<file path="config.mk">
export PLATFORM = sky130hd
export DESIGN_NAME = scan_mux
export DESIGN_NICKNAME = d
export VERILOG_FILES = /design/src/rtl/scan_mux.sv
export SDC_FILE = /design/constraint.sdc
export NUM_CORES = 1
export LEC_CHECK = 0
export CORE_AREA = 2 2 41 80
export CTS_BUF_LIST = sky130_fd_sc_hd__clkbuf_16
export DETAILED_ROUTE_END_ITERATION = 8
export DIE_AREA = 0 0 43 82
export REMOVE_ABC_BUFFERS = 1
export SYNTH_ARGS = -nofsm -noshare
export SYNTH_HDL_FRONTEND = slang
export SYNTH_SLANG_ARGS = --single-unit
</file>
<file path="constraint.sdc">
create_clock -name clk -period 6.05 [get_ports clk]
set_clock_uncertainty 0.05 [all_clocks]
set_input_delay 1.21 -clock clk [delete_from_list [all_inputs] [get_ports clk]]
set_output_delay 1.21 -clock clk [all_outputs]
set_load 0.02 [all_outputs]
</file>
<file path="src/rtl/scan_mux.sv">
// scan_mux: registered N-channel W-bit mux with manual select or auto-scan with programmable dwell
module scan_mux #(
   parameter int N_CH = 8,
   parameter int DATA_W = 1,
   parameter int DWELL_W = 4,
   localparam int SEL_W = (N_CH > 2) ? $clog2(N_CH) : 1
) (
   input  logic                     clk,
   input  logic                     rst,
   input  logic                     en,
   input  logic                     mode,
   input  logic [SEL_W-1:0]         select,
   input  logic [DWELL_W-1:0]       dwell,
   input  logic [N_CH*DATA_W-1:0]   in_x,
   output logic [DATA_W-1:0]        m_out,
   output logic [SEL_W-1:0]         cur_sel,
   output logic                     out_valid,
   output logic                     wrap
);
   logic [DWELL_W-1:0] cnt;
   logic [SEL_W-1:0] next_sel;
   logic [DATA_W-1:0] data;
   logic sel_ok, adv, last;
   // next channel choice and the live data slice of that channel
   always_comb begin
      sel_ok = int'(select) < N_CH;
      last = cur_sel == SEL_W'(N_CH - 1);
      adv = cnt >= dwell;
      next_sel = mode ? (adv ? (last ? '0 : cur_sel + 1'b1) : cur_sel) : (sel_ok ? select : cur_sel);
      data = '0;
      for (int i = 0; i < N_CH; i++)
         if (next_sel == SEL_W'(i)) data = in_x[i*DATA_W +: DATA_W];
   end
   // channel, data, dwell counter and status registers; disabled cycles freeze state and drop the flags
   always_ff @(posedge clk) begin
      if (rst) begin
         cur_sel <= '0;
         m_out <= '0;
         cnt <= '0;
         out_valid <= 1'b0;
         wrap <= 1'b0;
      end else if (en) begin
         cur_sel <= next_sel;
         m_out <= (mode || sel_ok) ? data : '0;
         cnt <= (mode && !adv) ? cnt + 1'b1 : '0;
         out_valid <= mode || sel_ok;
         wrap <= mode && adv && last;
      end else begin
         out_valid <= 1'b0;
         wrap <= 1'b0;
      end
   end
endmodule
</file>
* Word level (Yosys, flattened, before mapping) *
Index checks and enable logic that the tools add are counted.

word-level totals
  register bits = 10
  bits of input ports = 19
  output and inout bits = 6
  logic and storage cells = 36

operators by class
  $add $sub $neg = 2
  magnitude comparators = 1
  equal/unequal tests = 8
  mux-type cells = 13
  bitwise operators = 1
  reduce and logical (&&, ||, !) cells = 6

operator list
  operator                                                                number
  3-bit equality test (second input constant)                             5
  1-bit two-way mux                                                       9
  3-bit two-way mux                                                       3
  3-bit by 2-bit equality test with 1-bit output (second input constant)  2
  4-bit by 1-bit adder with 4-bit output (second input constant)          1
  4-bit >= comparator                                                     1
  4-bit two-way mux                                                       1
  3-bit by 1-bit adder with 3-bit output (second input constant)          1
  3-bit by 1-bit equality test with 1-bit output (second input constant)  1
  1-bit logical AND                                                       3
  3-bit zero test                                                         1
  2-bit OR reduction                                                      1
  1-bit zero test                                                         1
  1-bit NOT                                                               1

* Logic depth before layout (Yosys ltp) *
  word-level depth = 13
  mapped depth = 9
  depth with buffers taken out = 9

* Worst setup path before layout *
OpenSTA, ideal clock, no wires.

  path kind = in2reg
  from = input dwell[3]
  to = register m_out
  setup time = 138 ps
  data arrival time = 3016 ps
  required time = 5862 ps
  setup slack = 2846 ps
  stages on the path = 9
  path buffers = 0
  path through = inv_1 > ha_1 > a21oi_1 > o21a_4 > mux2_4 > mux2_4 > or3_1 > nand4_1 > a211oi_2

between the ends
  word-level cells in the longest chain between the ends = 12
  elaborated cells on any way between the ends = 19
  classes of those cells = order compare: 1; eq/ne: 7; mux: 10; reduce/logical: 1

RTL lines
  what                                RTL line  RTL
  start, declared                     13        input logic [DWELL_W-1:0] dwell,
  4-bit >= comparator (*)             28        adv = cnt >= dwell;
  3-bit two-way mux (*) (2 in a row)  29        next_sel = mode ? (adv ? (last ? '0 : cur_sel + 1'b1) : cur_sel) : (sel_ok ? select : cur_sel);
  3-bit zero test                     32        if (next_sel == SEL_W'(i)) data = in_x[i*DATA_W +: DATA_W];
  1-bit two-way mux (7 in a row)      32
  1-bit two-way mux (*)               32
  end signal, assigned                44        m_out <= (mode || sel_ok) ? data : '0;
  end, declared                       15        output logic [DATA_W-1:0] m_out,

Mark *: on every way between the ends. The rest lies on a longest branch, timed or not.
A chain may end at the register's enable or synchronous reset.

* Final worst setup path *
Same ends and word-level chain as after synthesis.

==> results.md <==
- RD Place Congestion: 0.7747
- Vias: 646
- Clock Tree Buf Depth: 2
- Post-CTS sizing: 0
- Run status: complete, no violations
- Ys flop type: dfxtp_1
- Die area: 3526 um^2
- Post-Route Utilization: 35.59%
- RSZ-0062 raised after global routing: false
- H-tree depth: 1
- Clock sinks: 10
- Max stage delay on crit path: 0.45 ns
- Cells along the critical path: clkdlybuf4s50_1 > inv_1 > ha_1 > a21oi_1 > o21a_4 > mux2_4 > mux2_4 > or3_1 > nand4_1 > a211oi_2
- Port bufs: 24
- Top post-synthesis cells by area: dfxtp_1 29%, ha_1 13%, mux2i_1 5.7%, mux2_4 4.3%, nor2_1 3.8%
- Nets@finish: 129
- CP max FO: 6
- Max Fclk: 0.2830 GHz
- Root buffer cell: clkbuf_16
- Crit start category: primary input
- Setup Viol. Count Final: 0
- Worst Path Buf+Inv: 2
- Reg2Reg Setup Slack: 3.51 ns
- Fill count: 324
- Pwr dens: 225.7 nW/um^2
- Yosys warns: 0
- WP data required: 6.10 ns
- Post-layout min period: 3.534 ns
- Hold path startpoint: cnt[1]
- Cell taking the most area after synthesis: dfxtp_1
- FF/Latch Area: 200.2 um^2
- Gate Count Post-Synth: 76
- Largest net degree at the start of global routing: 13
- Final Instance Area: 1047 um^2
- Most frequent CP cell: mux2_4
- Hold Vio Cnt, Final: 0
- Clock Latency Late Sink: 0.24 ns
- Final wirelength: 1692 um
- Mapped cell area: 699.4 um^2
- Top cell type's share of synthesized area: 28.62%
- CTS clock-pin slew for the worst setup and hold paths: 0.04 ns
- Starting density of the core: 23.77%
- RR Startpoint: cnt[0]
- Post-synth top cells: 10 x dfxtp_1, 7 x ha_1, 7 x nor2_1, 6 x inv_1, 5 x nand2_1
- Worst Hold Path EP: cnt[1]
- Max Cap Violations: 0
- # DRC: 0
- Vias/cell: 4.894
- Unique masters post-synth: 28
- DRT iter0 DRCs: 8
- Final setup TNS: 0 ns
- Post-DP HPWL: 1345 um
- Final worst slack: 2.516 ns
- Pins Over Slew Limit: 0
- CTS Hold Bufs: 0
- Top-count cell post-synth: dfxtp_1
- Mean post-synth cell area: 9.203 um^2
- Leakage: 0.4405 nW
- Dpl ws: 2.284 ns
- Hold Crit Class: reg2reg
- RR Endpoint: m_out
- Part of the cycle the worst path needs: 58.41%
- Crit-path slowest cell: clkdlybuf4s50_1
- Num CTS Buffers: 3
- Ys async rst share: 0%
- Sequential area share after synthesis: 28.62%
- Cells on worst reg2reg path: 9
- Finished Layout Cells: 132
- First-pass GRT wire length: 2829 um
- Num rows: 28
- Critical Path AT: 3.58 ns
- Peak VDD IR: 0.1223 mV
- Multi-input gate area: 467.9 um^2
- Synthesized flop and latch total: 10
- Hold depth: 2
- Die W: 43 um
- Area Overhead vs Synth: 49.73%
- Worst-Margin Slew: 0.4960 ns
- Crit path from: dwell[3]
- Drt pass-1 iters: 4
- CTS tree: built
- Top delay family on crit path: multiplexers
- Inst Count DP: 128
- Placed inst area: 968.4 um^2
- Detail Route Antenna Nets: 0
- Vias in the first global route: 643
- ANT cells: 0
- Postcts setup bufs: 0
- Kind of critical path: in2reg
- Overflow after GRT: 0
- Rel. slew slack: 66.83%
- Die height: 82 um
- Critical path endpoint category: register
- Share of layout cells above drive strength 1: 10.78%
- GR Util All Layers: 10.79%
- EDFF count, synth: 0
- DR WL/cell: 12.82 um
- Core Area: 2943 um^2
- Initial antenna violation count: 0
- IO Pins: 25
-- kinds of logic after synthesis --
| logic type | synth area share, % |
|---|---|
| AND/OR/NAND/NOR | 23.08 |
| AO/OA/AOI/OAI | 14.31 |
| flip-flops | 28.62 |
| buffers and inverters | 4.471 |
| multiplexers | 13.24 |
| adder cells (fa/ha/maj) | 12.52 |
| XOR/XNOR | 3.757 |
-- how the worst max path moves through the flow --
stage / cells after the start / end
CTS: 10 / m_out
global route: 10 / m_out
floorplan: 9 / m_out
detailed placement: 10 / m_out
global placement: 10 / m_out
finish: 10 / m_out
-- layout by cell type (no fill, tap or decap), types with 2 or more instances in the layout --
master           Yosys  final
nand4_1              3      3
clkbuf_16            0      3
dfxtp_1             10     10
mux2_4               2      2
mux2i_1              4      4
nor2_1               7      7
mux2_1               2      2
clkdlybuf4s50_1      0     24
nor3_1               2      2
ha_1                 7      7
nand2_1              5      5
nor2b_1              2      2
a21oi_1              4      4
xnor2_1              2      2
inv_1                6      6
or3_1                2      2
nand3_1              3      3
and2_1               3      3
-- state kept, by name, summed over array words and instances (netlist names) --
name / cells
cur_sel: 3
m_out: 1
wrap: 1
out_valid: 1
cnt: 4
-- power by group --
part           switching [W]  total [W]  internal [W]
registers         0.00000299  0.0000723     0.0000693
logic              0.0000206  0.0000472     0.0000266
clock network      0.0000303   0.000117     0.0000866
total              0.0000538   0.000236      0.000182
-- final cells by class --
class / count / share of cell area, %
tap: 30 / 3.584
multi-input combinational: 58 / 44.68
sequential: 10 / 19.12
timing repair buffer: 24 / 22.94
inverter: 6 / 2.151
clock buffer: 3 / 7.168
clock inverter: 1 / 0.3584
-- worst min-delay path, stage by stage, from the launching register on --
cell	delay, ns
dfxtp_1	0.34
nand2_1	0.08
a21oi_1	0.05
-- metrics by stage --
stage	power (W)	hold WS (ns)
2_1_floorplan	0.00009731	0.4160
3_3_place_gp	0.0001199	0.4561
3_5_place_dp	0.0001208	0.4583
4_1_cts	0.0002398	0.4699
5_1_grt	0.0002476	0.4996
6_report	0.0002363	0.4692
-- per-layer routing --
metal	track usage, %	up-vias	wire length (um)
met3	2.198	6	55
met1	10.45	303	637
li1	-	323	-
met5	0	-	0
met2	20.76	14	959
met4	5.455	0	40
(Power assumes the default switching activity.)
